**src/rtl/manchester_frame_tx_pkg.sv**
```systemverilog
// Shared definitions for the Manchester frame transmitter: FSM encoding,
// status bit positions and the default start-frame delimiter.
package manchester_frame_tx_pkg;

  typedef enum logic [2:0] {
    ST_IDLE     = 3'd0,
    ST_PREAMBLE = 3'd1,
    ST_SFD      = 3'd2,
    ST_DATA     = 3'd3,
    ST_GAP      = 3'd4
  } state_t;

  localparam int STAT_OVERRUN   = 0;
  localparam int STAT_BAD_STATE = 1;
  localparam int STAT_BUSY      = 2;
  localparam int STAT_FULL      = 3;
  localparam int STAT_EMPTY     = 4;

  localparam logic [7:0] SFD_DEFAULT = 8'hD5;

  function automatic int max_int(input int a, input int b);
    return (a > b) ? a : b;
  endfunction

endpackage

```
**src/rtl/manchester_tx_fifo.sv**
```systemverilog
// Synchronous FIFO holding {last, data} words for the frame transmitter.
// Writes when full and reads when empty are ignored; both may occur together.
module manchester_tx_fifo #(
  parameter int WIDTH = 9,
  parameter int DEPTH = 16
) (
  input  logic                     i_clk,
  input  logic                     i_rst_n,
  input  logic                     i_wr,
  input  logic [WIDTH-1:0]         i_wdata,
  input  logic                     i_rd,
  output logic [WIDTH-1:0]         o_rdata,
  output logic [$clog2(DEPTH):0]   o_count,
  output logic                     o_full,
  output logic                     o_empty
);

  localparam int AW = $clog2(DEPTH);
  localparam int CW = AW + 1;

  logic [WIDTH-1:0] r_mem [DEPTH];
  logic [AW-1:0]    r_wr_ptr;
  logic [AW-1:0]    r_rd_ptr;
  logic [CW-1:0]    r_count;
  logic             w_wr;
  logic             w_rd;

  assign o_full  = (r_count == CW'(DEPTH));
  assign o_empty = (r_count == '0);
  assign o_count = r_count;
  assign o_rdata = r_mem[r_rd_ptr];
  assign w_wr    = i_wr & ~o_full;
  assign w_rd    = i_rd & ~o_empty;

  always_ff @(posedge i_clk) begin
    if (w_wr) r_mem[r_wr_ptr] <= i_wdata;
  end

  // Pointers wrap naturally because DEPTH is a power of two.
  always_ff @(posedge i_clk or negedge i_rst_n) begin
    if (!i_rst_n) begin
      r_wr_ptr <= '0;
      r_rd_ptr <= '0;
      r_count  <= '0;
    end else begin
      if (w_wr) r_wr_ptr <= r_wr_ptr + 1'b1;
      if (w_rd) r_rd_ptr <= r_rd_ptr + 1'b1;
      if (w_wr && !w_rd)      r_count <= r_count + 1'b1;
      else if (!w_wr && w_rd) r_count <= r_count - 1'b1;
    end
  end

  always_ff @(posedge i_clk) begin
    if (i_rst_n) assert (!(i_rd && o_empty));
  end

endmodule

```
**src/rtl/manchester_frame_tx.sv**
```systemverilog
// Manchester frame transmitter: buffers host words in a FIFO and sends each
// committed frame as preamble, SFD, LSB-first payload and an idle gap.
module manchester_frame_tx
  import manchester_frame_tx_pkg::*;
#(
  parameter int         DATA_W           = 8,
  parameter int         FIFO_DEPTH       = 16,
  parameter int         PREAMBLE_BITS    = 64,
  parameter logic [7:0] SFD              = SFD_DEFAULT,
  parameter int         GAP_BITS         = 12,
  parameter int         CLKS_PER_HALFBIT = 4
) (
  input  logic                          i_clk,
  input  logic                          i_rst_n,
  input  logic [DATA_W-1:0]             i_data,
  input  logic                          i_data_we,
  input  logic                          i_data_last,
  input  logic                          i_status_clr,
  output logic [$clog2(FIFO_DEPTH):0]   o_data_count,
  output logic [$clog2(FIFO_DEPTH):0]   o_frames_count,
  output logic [7:0]                    o_status,
  output logic                          o_tx,
  output logic                          o_tx_en
);

  localparam int CNT_W    = $clog2(FIFO_DEPTH) + 1;
  localparam int DIV_W    = $clog2(CLKS_PER_HALFBIT + 1);
  localparam int MAX_BITS = max_int(max_int(PREAMBLE_BITS, GAP_BITS), max_int(DATA_W, 8));
  localparam int BIT_W    = $clog2(MAX_BITS) + 1;

  state_t             r_state;
  logic [DIV_W-1:0]   r_div;
  logic               r_half;
  logic [BIT_W-1:0]   r_bit_cnt;
  logic [DATA_W-1:0]  r_shift;
  logic               r_last;
  logic               r_tx;
  logic               r_tx_en;
  logic [CNT_W-1:0]   r_frames;
  logic               r_overrun;
  logic               r_bad_state;

  logic [DATA_W:0]    w_fifo_head;
  logic [CNT_W-1:0]   w_fifo_count;
  logic               w_fifo_full;
  logic               w_fifo_empty;
  logic               w_half_end;
  logic               w_bit_end;
  logic               w_pop;
  logic               w_start;
  logic               w_accept_last;
  logic               w_overrun_set;
  logic               w_cur_bit;
  logic               w_illegal;
  logic [DATA_W-1:0]  w_shift_nxt;

  manchester_tx_fifo #(
    .WIDTH (DATA_W + 1),
    .DEPTH (FIFO_DEPTH)
  ) u_fifo (
    .i_clk   (i_clk),
    .i_rst_n (i_rst_n),
    .i_wr    (i_data_we),
    .i_wdata ({i_data_last, i_data}),
    .i_rd    (w_pop),
    .o_rdata (w_fifo_head),
    .o_count (w_fifo_count),
    .o_full  (w_fifo_full),
    .o_empty (w_fifo_empty)
  );

  assign w_half_end    = (r_state != ST_IDLE) && (r_div == DIV_W'(CLKS_PER_HALFBIT - 1));
  assign w_bit_end     = w_half_end && r_half;
  assign w_pop         = w_bit_end &&
                         (((r_state == ST_SFD) && (r_bit_cnt == BIT_W'(7))) ||
                          ((r_state == ST_DATA) && (r_bit_cnt == BIT_W'(DATA_W - 1)) && !r_last));
  assign w_start       = (r_state == ST_IDLE) && (r_frames != '0);
  assign w_accept_last = i_data_we & i_data_last & ~w_fifo_full;
  assign w_overrun_set = i_data_we & w_fifo_full;
  assign w_shift_nxt   = r_shift >> 1;

  // Value of the bit currently on the wire; the gap and idle carry zero.
  always_comb begin
    w_cur_bit = 1'b0;
    w_illegal = 1'b0;
    case (r_state)
      ST_PREAMBLE:     w_cur_bit = ~r_bit_cnt[0];
      ST_SFD:          w_cur_bit = SFD[r_bit_cnt[2:0]];
      ST_DATA:         w_cur_bit = r_shift[0];
      ST_IDLE, ST_GAP: w_cur_bit = 1'b0;
      default:         w_illegal = 1'b1;
    endcase
  end

  // r_tx always holds the half-bit about to be driven: ~b at bit start, b at mid-bit.
  always_ff @(posedge i_clk or negedge i_rst_n) begin
    if (!i_rst_n) begin
      r_state   <= ST_IDLE;
      r_div     <= '0;
      r_half    <= 1'b0;
      r_bit_cnt <= '0;
      r_shift   <= '0;
      r_last    <= 1'b0;
      r_tx      <= 1'b0;
      r_tx_en   <= 1'b0;
    end else begin
      if (r_state != ST_IDLE) r_div <= w_half_end ? '0 : r_div + 1'b1;
      if (w_half_end) r_half <= ~r_half;
      if (w_half_end && !r_half) r_tx <= w_cur_bit;
      case (r_state)
        ST_IDLE: begin
          r_tx    <= 1'b0;
          r_tx_en <= 1'b0;
          if (w_start) begin
            r_state   <= ST_PREAMBLE;
            r_div     <= '0;
            r_half    <= 1'b0;
            r_bit_cnt <= '0;
            r_tx_en   <= 1'b1;
          end
        end
        ST_PREAMBLE: if (w_bit_end) begin
          if (r_bit_cnt == BIT_W'(PREAMBLE_BITS - 1)) begin
            r_state   <= ST_SFD;
            r_bit_cnt <= '0;
            r_tx      <= ~SFD[0];
          end else begin
            r_bit_cnt <= r_bit_cnt + 1'b1;
            r_tx      <= ~r_bit_cnt[0];
          end
        end
        ST_SFD: if (w_bit_end) begin
          if (r_bit_cnt == BIT_W'(7)) begin
            r_state   <= ST_DATA;
            r_bit_cnt <= '0;
            r_shift   <= w_fifo_head[DATA_W-1:0];
            r_last    <= w_fifo_head[DATA_W];
            r_tx      <= ~w_fifo_head[0];
          end else begin
            r_bit_cnt <= r_bit_cnt + 1'b1;
            r_tx      <= ~SFD[r_bit_cnt[2:0] + 3'd1];
          end
        end
        ST_DATA: if (w_bit_end) begin
          if (r_bit_cnt == BIT_W'(DATA_W - 1)) begin
            r_bit_cnt <= '0;
            if (r_last) begin
              r_state <= ST_GAP;
              r_tx    <= 1'b0;
              r_tx_en <= 1'b0;
            end else begin
              r_shift <= w_fifo_head[DATA_W-1:0];
              r_last  <= w_fifo_head[DATA_W];
              r_tx    <= ~w_fifo_head[0];
            end
          end else begin
            r_bit_cnt <= r_bit_cnt + 1'b1;
            r_shift   <= w_shift_nxt;
            r_tx      <= ~w_shift_nxt[0];
          end
        end
        ST_GAP: begin
          r_tx <= 1'b0;
          if (w_bit_end) begin
            if (r_bit_cnt == BIT_W'(GAP_BITS - 1)) begin
              r_state   <= ST_IDLE;
              r_bit_cnt <= '0;
            end else begin
              r_bit_cnt <= r_bit_cnt + 1'b1;
            end
          end
        end
        default: begin
          r_state   <= ST_IDLE;
          r_div     <= '0;
          r_half    <= 1'b0;
          r_bit_cnt <= '0;
          r_tx      <= 1'b0;
          r_tx_en   <= 1'b0;
        end
      endcase
    end
  end

  // A commit and a frame start in the same cycle cancel out.
  always_ff @(posedge i_clk or negedge i_rst_n) begin
    if (!i_rst_n) begin
      r_frames <= '0;
    end else if (w_accept_last && !w_start) begin
      r_frames <= r_frames + 1'b1;
    end else if (!w_accept_last && w_start) begin
      r_frames <= r_frames - 1'b1;
    end
  end

  always_ff @(posedge i_clk or negedge i_rst_n) begin
    if (!i_rst_n) begin
      r_overrun   <= 1'b0;
      r_bad_state <= 1'b0;
    end else begin
      if (w_overrun_set)     r_overrun <= 1'b1;
      else if (i_status_clr) r_overrun <= 1'b0;
      if (w_illegal)         r_bad_state <= 1'b1;
      else if (i_status_clr) r_bad_state <= 1'b0;
    end
  end

  always_comb begin
    o_status                 = '0;
    o_status[STAT_OVERRUN]   = r_overrun;
    o_status[STAT_BAD_STATE] = r_bad_state;
    o_status[STAT_BUSY]      = (r_state != ST_IDLE);
    o_status[STAT_FULL]      = w_fifo_full;
    o_status[STAT_EMPTY]     = w_fifo_empty;
  end

  assign o_data_count   = w_fifo_count;
  assign o_frames_count = r_frames;
  assign o_tx           = r_tx;
  assign o_tx_en        = r_tx_en;

endmodule

```
**config.mk**
```make
export PLATFORM = sky130hd
export DESIGN_NAME = manchester_frame_tx
export DESIGN_NICKNAME = d
export VERILOG_FILES = /design/src/rtl/manchester_frame_tx_pkg.sv /design/src/rtl/manchester_tx_fifo.sv /design/src/rtl/manchester_frame_tx.sv
export SDC_FILE = /design/constraint.sdc
export NUM_CORES = 1
export LEC_CHECK = 0
export CORE_MARGIN = 1.5
export CORE_UTILIZATION = 65
export DETAILED_ROUTE_END_ITERATION = 8
export GPL_TIMING_DRIVEN = 0
export HOLD_SLACK_MARGIN = 0.08
export PLACE_DENSITY = 0.91
export SETUP_SLACK_MARGIN = 0.05
export SYNTH_ARGS = -nofsm -noshare
export SYNTH_HDL_FRONTEND = slang
export SYNTH_SLANG_ARGS = --single-unit
```
**constraint.sdc**
```tcl
create_clock -name i_clk -period 6.7 [get_ports i_clk]
set_input_delay 0.67 -clock i_clk [delete_from_list [all_inputs] [get_ports i_clk]]
set_output_delay 0.67 -clock i_clk [all_outputs]
set_load 0.02 [all_outputs]
```
==> reports/metrics.cfg, run 1 <==
[status]
status = completed

[timing]
slew_headroom = 0.255
slew_violations = 0
period_share = 0.641
setup_violations = 0
rsz0062_at_grt = no
holdWs_ps = 127
fin_skew_ps = 10.8
layout_min_cycle_time_ps = 4300
fin_tns_setup_ps = 0
hold_viol = 0
fmax_ghz = 0.233
tightest_slew_ps = 1110

[grt]
grt_pass1_vias = 5113
grt_max_degree = 35
grt_overflow_total = 0
grt_usage = 0.298
grt_pass1_wl_mm = 28.6
antenna_found_initial = 0

[final_layout]
most-common-layout-cells = 144 x edfxtp_1, 45 x dfrtp_1, 37 x mux4_2, 34 x nor2_1, 30 x nand2_1
area_delta_synth_final_pct = 13.8
antenna_cells = 0
drive_above_1_share = 0.187
final_cells = 770
fin_util = 0.754
final_common_cell = edfxtp_1
final_nets = 619

[critical_path]
worstSetupPathDepth = 17
path_max_fanout = 10
start_kind = register
crit_buf_inv = 5
critPathCaptureType = register
crit_type = register to register
crit_family = simple AND/OR/NAND/NOR gates
cp_common_cell = inv_1
slowest_delay_ps = 630
cp_cell_sequence = buf_2, nor3_1, inv_1, and2_1, ha_1, clkbuf_1, nand2_1, nor4_4, inv_1, ha_1, inv_1, fa_1, a21o_1, a21oi_1, xnor2_1, nor2_1, xor2_1
crit_slowest_cell = nor3_1
cp.required_ps = 7010
rr_worst_depth = 17
arrival_ps = 4610

[die]
core_sq_mm = 0.0126
die_x_um = 116
die_y_um = 116
start_util = 0.662
die_area_sq_mm = 0.0135
rows = 41
ios = 33

[logic_synthesis]
synth_ff_type = edfxtp_1
async_flop_share = 0.238
synth_top_area_share = 0.519
synth_area_leader_cell = edfxtp_1
synth-edff-count = 144
synthTopCellsByArea = edfxtp_1 52%, dfrtp_1 14%, mux4_2 10%
ys_seq_area_frac = 0.655
yosys_warnings = 0
synth_cells = 533
synth_area_per_cell_sq_um = 15.6
synthesis.area_sq_mm = 0.00832
ys_seq_elements = 189
synthDistinctLibCells = 58

[run]
cap_viol_max_count = 0

[cts]
clock_path_buffers = 2
hold_buffers = 0
clk-insertion-delay-late_ps = 430
cts_resized = 0
htree_num_levels = 4
clock_sinks = 189
cts_tree = done
cts_buffers = 17
cts.clk_slew.worst_paths_ps = 70
clockRootBuffer = clkbuf_16
cts_setup_buffers = 0

[routing]
viasPerCell = 6.52
dr.pass1.iters = 5
ant_nets = 0
vias = 5021
drc = 0
wl_per_cell_um = 23.8
wl_mm = 18.3
drt_first_iter_violations = 603

[placement]
io_buffer_count = 29
hpwl_mm = 11.6
placed_cells = 738
place_congestion = 0.872

[pwr]
ir_drop_mv = 0.214
p_leak_nw = 3.40
power_density_mw_per_mm2 = 318

[min_path]
hold_path_class = primary input to async pin

-- cell usage after synthesis, drive strengths merged, types with 2 or more instances --
library cell	count
nand3	9
nor2	34
and3	5
nor4	5
edfxtp	144
mux2i	7
mux4	37
a21oi	9
ha	19
nand2b	5
nand4	3
o41ai	2
dfrtp	45
a211oi	2
nor2b	13
xor2	6
fa	2
o21ai	16
a221oi	6
mux2	8
buf	22
a31oi	3
a22o	4
clkbuf	10
nor3	6
inv	15
nor4b	2
a22oi	12
or3	6
xnor2	11
o31ai	4
nand2	30
and2	7
a21boi	2
a21o	7
-- routing by layer --
layer,routed length [um],GRT usage
met1,6860,0.379
met2,9540,0.505
met3,1410,0.0654
met4,531,0.120
met5,0,0
-- final cells by class --
type                    instances  area [sq um]
inverters                      15          56.3
flip-flops and latches        189          5450
well taps                     172           215
clock inverters                13           148
plain buffers                  32           165
clock buffers                  19           443
repair buffers                 31           317
fillers                       686          3090
multi-input cells             299          2680
-- sequential cells by signal, summed over array words and instances, names as in the netlist --
register / cells
o_frames_count: 5
r_overrun: 1
o_tx_en: 1
u_fifo.r_wr_ptr: 4
r_bit_cnt: 7
r_half: 1
u_fifo.o_count: 5
r_shift: 8
r_state: 3
r_bad_state: 1
u_fifo.r_mem: 144
o_tx: 1
r_last: 1
r_div: 3
u_fifo.r_rd_ptr: 4
-- worst register-to-register path, cell delays in order, from the launching register on --
cell,delay [ps]
dfrtp_1,380
buf_2,180
nor3_1,630
inv_1,200
and2_1,210
ha_1,190
clkbuf_1,210
nand2_1,330
nor4_4,130
inv_1,80
ha_1,210
inv_1,130
fa_1,450
a21o_1,200
a21oi_1,240
xnor2_1,160
nor2_1,80
xor2_1,150
-- path summary, 6_finish.rpt --
check / from / end / slack [ps]
max in group asynchronous: i_rst_n / u_fifo.r_rd_ptr[3]$_DFFE_PN0P_ / 6080
max: r_state[1]$_DFFE_PN0P_ / u_fifo.o_count[4]$_DFFE_PN0P_ / 2400
min reg2reg: r_bad_state$_DFFE_PN0P_ / r_bad_state$_DFFE_PN0P_ / 480
min in group i_clk: r_bad_state$_DFFE_PN0P_ / r_bad_state$_DFFE_PN0P_ / 480
min: i_rst_n / u_fifo.r_wr_ptr[3]$_DFFE_PN0P_ / 130
max reg2reg: r_state[1]$_DFFE_PN0P_ / u_fifo.o_count[4]$_DFFE_PN0P_ / 2400
-- metrics by stage --
stage	power, mW	instance area [sq um]	worst slack [ps]
2_1_floorplan	1.79	8330	3170
3_3_place_gp	1.95	8840	2870
3_5_place_dp	2.01	8880	2610
4_1_cts	3.01	9470	2470
5_1_grt	3.11	9470	2150
6_report	3.01	9470	2400
-- report_power, final --
group / leakage (nW) / total (mW) / internal (mW) / switching, mW
sequential: 1.88 / 1.48 / 1.40 / 0.0806
combinational: 1.23 / 0.523 / 0.217 / 0.306
clock: 0.289 / 1.01 / 0.540 / 0.466
total: 3.40 / 3.01 / 2.16 / 0.853
-- logic make-up after synthesis --
group | synth area share
buffers and inverters | 0.0266
multiplexers | 0.120
other | 0.000450
AO/OA/AOI/OAI | 0.0657
XOR/XNOR | 0.0179
adder cells (fa/ha/maj) | 0.0334
AND/OR/NAND/NOR | 0.0810
flip-flops | 0.655
No activity file was read; power rests on OpenSTA's default activity.
==> run 2: changes to the inputs <==
--- a/config.mk
+++ b/config.mk
@@ -6,11 +6,11 @@
 export NUM_CORES = 1
 export LEC_CHECK = 0
 export CORE_MARGIN = 1.5
-export CORE_UTILIZATION = 65
+export CORE_UTILIZATION = 55
 export DETAILED_ROUTE_END_ITERATION = 8
 export GPL_TIMING_DRIVEN = 0
 export HOLD_SLACK_MARGIN = 0.08
-export PLACE_DENSITY = 0.91
+export PLACE_DENSITY = 0.83
 export SETUP_SLACK_MARGIN = 0.05
 export SYNTH_ARGS = -nofsm -noshare
 export SYNTH_HDL_FRONTEND = slang
==> constraint.sdc (replaced) <==
create_clock -name i_clk -period 3.85 [get_ports i_clk]
set_input_delay 0.385 -clock i_clk [delete_from_list [all_inputs] [get_ports i_clk]]
set_output_delay 0.385 -clock i_clk [all_outputs]
set_load 0.02 [all_outputs]
==> reports/metrics.cfg, run 2 (synthesis gave the netlist of run 1 again) <==
[final_layout]
final_nets = 623  ; was 619
fin_util = 0.649  ; was 0.754
top_register = u_fifo.r_mem  ; unchanged
area_delta_synth_final_pct = 14.2  ; was 13.8%
antenna_cells = 0  ; unchanged
largest_register_ffs = 144  ; unchanged
final_common_cell = edfxtp_1  ; unchanged
reg_top3 = u_fifo.r_mem (144), r_shift (8), r_bit_cnt (7)  ; unchanged
drive_above_1_share = 0.195  ; was 0.187
most-common-layout-cells = 144 x edfxtp_1, 45 x dfrtp_1, 37 x mux4_2, 34 x nor2_1, 29 x nand2_1  ; was 144 x edfxtp_1, 45 x dfrtp_1, 37 x mux4_2, 34 x nor2_1, 30 x nand2_1

[cts]
htree_num_levels = 4  ; unchanged
cts.clk_slew.worst_paths_ps = 70  ; about the same
cts_buffers = 17  ; unchanged
cts_tree = done  ; unchanged
clk-insertion-delay-late_ps = 440  ; was 430 ps
clock_sinks = 189  ; unchanged
clock_path_buffers = 2  ; unchanged
clockRootBuffer = clkbuf_16  ; unchanged

[critical_path]
regToRegEndpoint = u_fifo.o_count[4]$_DFFE_PN0P_  ; unchanged
ff2ff_setup_slack_ps = 420  ; was 2400 ps
crit_type = register to register  ; unchanged
cp.required_ps = 4170  ; was 7010 ps
r2r-start = r_state[1]$_DFFE_PN0P_  ; unchanged
critPathCaptureType = register  ; unchanged
arrival_ps = 3740  ; was 4610 ps
rr_worst_depth = 17  ; unchanged
path_max_fanout = 10  ; unchanged
start_kind = register  ; unchanged

[pwr]
p_sw_frac = 0.284  ; was 0.283
p_int_mw = 3.67  ; was 2.16 mW
p_comb_frac = 0.176  ; was 0.174
power_density_mw_per_mm2 = 538  ; was 318 mW/mm^2
seq_power_share = 0.500  ; was 0.492
ir_drop_mv = 0.413  ; was 0.214 mV
p_leak_nw = 3.39  ; was 3.40 nW
pwr-share-clk = 0.323  ; was 0.334
p_switching_mw = 1.45  ; was 0.853 mW

[timing]
fmax_ghz = 0.292  ; was 0.233 GHz
rsz0062_at_grt = no  ; unchanged
hold_viol = 0  ; unchanged
holdWs_ps = 394  ; was 127 ps
layout_min_cycle_time_ps = 3430  ; was 4300 ps
fin_skew_ps = 9.80  ; was 10.8 ps
period_share = 0.890  ; was 0.641
slew_violations = 0  ; unchanged
tightest_slew_ps = 1200  ; was 1110 ps
slew_headroom = 0.199  ; was 0.255
setup_violations = 0  ; unchanged

[grt]
grt_pass1_wl_mm = 27.4  ; was 28.6 mm
grt_usage = 0.233  ; was 0.298
antenna_found_initial = 0  ; unchanged
grt_overflow_total = 0  ; unchanged
grt_pass1_vias = 4864  ; was 5113
grt_max_degree = 33  ; was 35

[routing]
viasPerCell = 6.26  ; was 6.52
wl_per_cell_um = 22.1  ; was 23.8 um
wl_mm = 17.3  ; was 18.3 mm
ant_nets = 0  ; unchanged
drc = 4  ; was 0
dr.pass1.iters = 9  ; was 5
drt_first_iter_violations = 457  ; was 603
vias = 4914  ; was 5021

[placement]
hpwl_mm = 11.2  ; was 11.6 mm
place_congestion = 0.831  ; was 0.872
io_buffer_count = 29  ; unchanged

[die]
start_util = 0.568  ; was 0.662
ios = 33  ; unchanged
die_y_um = 126  ; was 116 um
die_area_sq_mm = 0.0159  ; was 0.0135 sq mm
die_x_um = 126  ; was 116 um
rows = 44  ; was 41
core_sq_mm = 0.0146  ; was 0.0126 sq mm

[run]
cap_viol_max_count = 0  ; unchanged

[status]
violations = DRC
status = finished with violations  ; was completed

[min_path]
hold_path_class = primary input to async pin  ; unchanged

run 2: worst max-delay path by stage:
stage                                       from                       endpoint  slack, ps  cells past startpoint
after detailed placement  r_state[2]$_DFFE_PN0P_  u_fifo.o_count[4]$_DFFE_PN0P_       -110                     17
after floorplan           r_state[1]$_DFFE_PN0P_  u_fifo.o_count[4]$_DFFE_PN0P_        320                     17
after global placement    r_state[2]$_DFFE_PN0P_  u_fifo.o_count[4]$_DFFE_PN0P_         20                     17
after CTS                 r_state[2]$_DFFE_PN0P_  u_fifo.o_count[4]$_DFFE_PN0P_        160                     17
after global routing      r_state[2]$_DFFE_PN0P_  u_fifo.o_count[4]$_DFFE_PN0P_         80                     17
final                     r_state[1]$_DFFE_PN0P_  u_fifo.o_count[4]$_DFFE_PN0P_        420                     17
run 2: per-layer routing:
| layer | GRT usage | share of wire | vias up |
|---|---|---|---|
| li1 | - | - | 2173 |
| met1 | 0.309 | 0.40 | 2478 |
| met2 | 0.387 | 0.50 | 230 |
| met5 | 0 | 0 | - |
| met3 | 0.0552 | 0.074 | 33 |
| met4 | 0.0751 | 0.023 | 0 |
run 2: power groups by stage:
stage | clock [mW] | sequential (mW) | combinational [mW]
after floorplan | 0 | 2.63 | 0.491
after global placement | 0 | 2.58 | 0.817
after detailed placement | 0 | 2.60 | 0.899
after CTS | 1.67 | 2.56 | 0.906
after global routing | 1.76 | 2.58 | 0.979
final | 1.65 | 2.56 | 0.903
run 2: worst max-delay path, stage by stage, from the launching register on:
cell and delay [ps]:
dfrtp_1 370, buf_2 190, nor3_4 310, inv_1 130, and2_1 170, ha_1 190, clkbuf_2 190, nand2_2 220
nor4_4 60, inv_1 60, ha_1 180, inv_1 110, fa_1 410, a21o_1 190, a21oi_1 190, xnor2_1 140
nor2_1 70, xor2_1 150
run 2: cell type report:
class | count | area, sq um
flip-flops and latches | 189 | 5450
clock inverters | 13 | 125
plain buffers | 32 | 166
multi-input cells | 299 | 2690
repair buffers | 35 | 357
fillers | 1005 | 5140
well taps | 184 | 230
inverters | 15 | 56.3
clock buffers | 18 | 429
run 2: through the flow:
stage	setup WS (ps)	cells	TNS [ps]	cell area (sq um)	power, mW
global placement	23.4	748	0	8850	3.40
finish	425	785	0	9510	5.12
floorplan	323	535	0	8330	3.12
CTS	161	785	0	9500	5.14
detailed placement	-114	752	-114	8920	3.50
global route	76.7	785	0	9510	5.32
run 2: repair_timing:
action                                 CTS  global route
resized for setup                        1             4
endpoints found under the hold margin   13             0
hold buffers                             1             0
setup endpoints to repair                2             2
pin swaps                                1             0
setup buffers                            1             0
==> run 3: changes to the inputs <==
--- a/config.mk
+++ b/config.mk
@@ -11,6 +11,7 @@
 export GPL_TIMING_DRIVEN = 0
 export HOLD_SLACK_MARGIN = 0.08
 export PLACE_DENSITY = 0.83
+export REMOVE_ABC_BUFFERS = 1
 export SETUP_SLACK_MARGIN = 0.05
 export SYNTH_ARGS = -nofsm -noshare
 export SYNTH_HDL_FRONTEND = slang
==> constraint.sdc (replaced) <==
create_clock -name i_clk -period 2.9 [get_ports i_clk]
set_input_delay 0.29 -clock i_clk [delete_from_list [all_inputs] [get_ports i_clk]]
set_output_delay 0.29 -clock i_clk [all_outputs]
set_load 0.02 [all_outputs]
==> reports/metrics.cfg, run 3 (synthesis gave the netlist of run 1 again) <==
[critical_path]
rr_worst_depth = 15  ; was 17
cp_cell_sequence = ha_2, nor2b_4, and2_4, ha_4, nand2_8, nor4_4, inv_2, ha_4, inv_4, ha_4, a21o_1, a21oi_2, xnor2_1, nor2_1, xor2_1  ; was buf_2, nor3_4, inv_1, and2_1, ha_1, clkbuf_2, nand2_2, nor4_4, inv_1, ha_1, inv_1, fa_1, a21o_1, a21oi_1, xnor2_1, nor2_1, xor2_1
crit_family = adder cells  ; was simple AND/OR/NAND/NOR gates
r2r-start = r_div[1]$_DFF_PN0_  ; was r_state[1]$_DFFE_PN0P_
slowest_delay_ps = 380  ; was 410 ps
cp_common_cell = ha_4  ; was inv_1
start_kind = register  ; unchanged
cp.required_ps = 3220  ; was 4170 ps
crit_buf_inv = 2  ; was 5
ff2ff_setup_slack_ps = 150  ; was 420 ps
crit_slowest_cell = dfrtp_1  ; was fa_1
critPathCaptureType = register  ; unchanged
arrival_ps = 3060  ; was 3740 ps
crit_type = register to register  ; unchanged
regToRegEndpoint = u_fifo.o_count[4]$_DFFE_PN0P_  ; unchanged
path_max_fanout = 8  ; was 10

[final_layout]
area_delta_synth_final_pct = 16.7  ; was 14.2%
fill_cells = 968  ; was 1005
final_common_cell = edfxtp_1  ; unchanged
top_register = u_fifo.r_mem  ; unchanged
drive_above_1_share = 0.239  ; was 0.195
most-common-layout-cells = 144 x edfxtp_1, 38 x dfrtp_1, 37 x mux4_2, 34 x nor2_1  ; was 144 x edfxtp_1, 45 x dfrtp_1, 37 x mux4_2, 34 x nor2_1, 29 x nand2_1
design_area_sq_mm = 0.00971  ; was 0.00951 sq mm
final_nets = 608  ; was 623
antenna_cells = 0  ; unchanged
largest_register_ffs = 144  ; unchanged
fin_util = 0.663  ; was 0.649
reg_top3 = u_fifo.r_mem (144), r_shift (8), r_bit_cnt (7)  ; unchanged

[pwr]
power.total_mw = 7.21  ; was 5.12 mW
power_density_mw_per_mm2 = 742  ; was 538 mW/mm^2
ir_drop_mv = 0.547  ; was 0.413 mV
p_leak_nw = 3.41  ; was 3.39 nW

[timing]
slew_headroom = 0.174  ; was 0.199
hold_viol = 0  ; unchanged
period_share = 0.947  ; was 0.890
fmax_ghz = 0.364  ; was 0.292 GHz
layout_min_cycle_time_ps = 2750  ; was 3430 ps
rsz0062_at_grt = no  ; unchanged
slew_violations = 0  ; unchanged
tightest_slew_ps = 1230  ; was 1200 ps
fin_skew_ps = 9.35  ; was 9.80 ps
setup_violations = 0  ; unchanged
holdWs_ps = 285  ; was 394 ps

[placement]
place_congestion = 0.818  ; was 0.831
io_buffer_count = 29  ; unchanged
hpwl_mm = 10.6  ; was 11.2 mm
placed_area_sq_mm = 0.00877  ; was 0.00892 sq mm

[grt]
antenna_found_initial = 0  ; unchanged
grt_pass1_wl_mm = 27.0  ; was 27.4 mm
grt_pass1_vias = 4935  ; was 4864
grt_overflow_total = 0  ; unchanged
grt_usage = 0.230  ; was 0.233
grt_max_degree = 36  ; was 33

[cts]
cts_tree = done  ; unchanged
clockRootBuffer = clkbuf_16  ; unchanged
clock_path_buffers = 2  ; unchanged
clk-insertion-delay-late_ps = 430  ; was 440 ps
cts.clk_slew.worst_paths_ps = 70  ; about the same
clock_sinks = 189  ; unchanged
cts_buffers = 17  ; unchanged
htree_num_levels = 4  ; unchanged

[die]
die_x_um = 126  ; unchanged
rows = 44  ; unchanged
start_util = 0.568  ; unchanged
ios = 33  ; unchanged
die_area_sq_mm = 0.0159  ; unchanged
core_sq_mm = 0.0146  ; unchanged
die_y_um = 126  ; unchanged

[routing]
vias = 4815  ; was 4914
drc = 3  ; was 4
dr.max_layer_used = met4  ; unchanged
wl_mm = 17.5  ; was 17.3 mm
wl_met1_mm = 7.22  ; was 6.91 mm
dr.pass1.iters = 9  ; unchanged
drt_first_iter_violations = 521  ; was 457
viasPerCell = 6.25  ; was 6.26
ant_nets = 0  ; unchanged
wl_met2_mm = 8.98  ; was 8.72 mm
wl_per_cell_um = 22.7  ; was 22.1 um
dr_wl_met3_um = 942  ; was 1.28 mm

[min_path]
hold_path_class = primary input to async pin  ; unchanged

[status]
status = finished with violations  ; unchanged
violations = DRC  ; unchanged

[run]
cap_viol_max_count = 0  ; unchanged

-- run 3: cell count changes in the layout (fill, tap and decap cells not counted), moves of 5 or more --
cell	before	now
dfrtp_1	45	38
dfrtp_2	0	7
clkbuf_1	10	1
ha_1	19	14
bufinv_16	0	5
buf_2	13	2
buf_4	9	17
-- run 3: repair_timing --
item,in CTS,in global routing
endpoints found under the setup margin,14,7
resized for setup,21,15
setup buffers,6,12
pin swaps,3,3
hold endpoints to repair,45,0
hold buffers,1,0
-- run 3: routing by layer --
| layer | track usage | vias up |
|---|---|---|
| met5 | 0 | - |
| met4 | 0.0710 | 0 |
| met3 | 0.0569 | 31 |
| met2 | 0.387 | 186 |
| met1 | 0.298 | 2465 |
| li1 | - | 2133 |
-- run 3: how the worst max path moves through the flow --
| stage | startpoint | to | slack (ps) | depth (start not counted) |
|---|---|---|---|---|
| floorplan | r_state[0]$_DFFE_PN0P_ | u_fifo.o_count[4]$_DFFE_PN0P_ | -590 | 15 |
| global placement | r_state[2]$_DFFE_PN0P_ | u_fifo.o_count[4]$_DFFE_PN0P_ | -910 | 15 |
| detailed placement | r_state[2]$_DFFE_PN0P_ | u_fifo.o_count[4]$_DFFE_PN0P_ | -1020 | 15 |
| CTS | r_div[1]$_DFF_PN0_ | u_fifo.o_count[4]$_DFFE_PN0P_ | -10 | 15 |
| global route | u_fifo.o_count[0]$_DFFE_PN0P_ | u_fifo.r_mem[11][3]$_DFFE_PP_ | 20 | 5 |
| finish | r_div[1]$_DFF_PN0_ | u_fifo.o_count[4]$_DFFE_PN0P_ | 150 | 15 |
-- run 3: metrics by stage --
step                std cells  setup WS (ps)  TNS [ps]
CTS                       759          -14.1     -14.1
floorplan                 503           -592     -1390
global route              771           23.9         0
detailed placement        720          -1020     -4170
global placement          716           -905    -13180
finish                    771            155         0
-- run 3: power breakdown --
part | switching, mW | leakage (nW) | internal [mW]
Combinational | 0.658 | 1.22 | 0.529
Sequential | 0.215 | 1.87 | 3.23
Clock | 1.02 | 0.320 | 1.55
-- run 3: area by class of cell --
class	count	area, sq um	area share
Clock buffer	18	429	0.0442
Clock inverter	14	231	0.0238
Inverter	15	58.8	0.00606
Multi-Input combinational cell	299	2810	0.290
Sequential cell	189	5460	0.562
Tap cell	184	230	0.0237
Timing Repair Buffer	52	490	0.0505
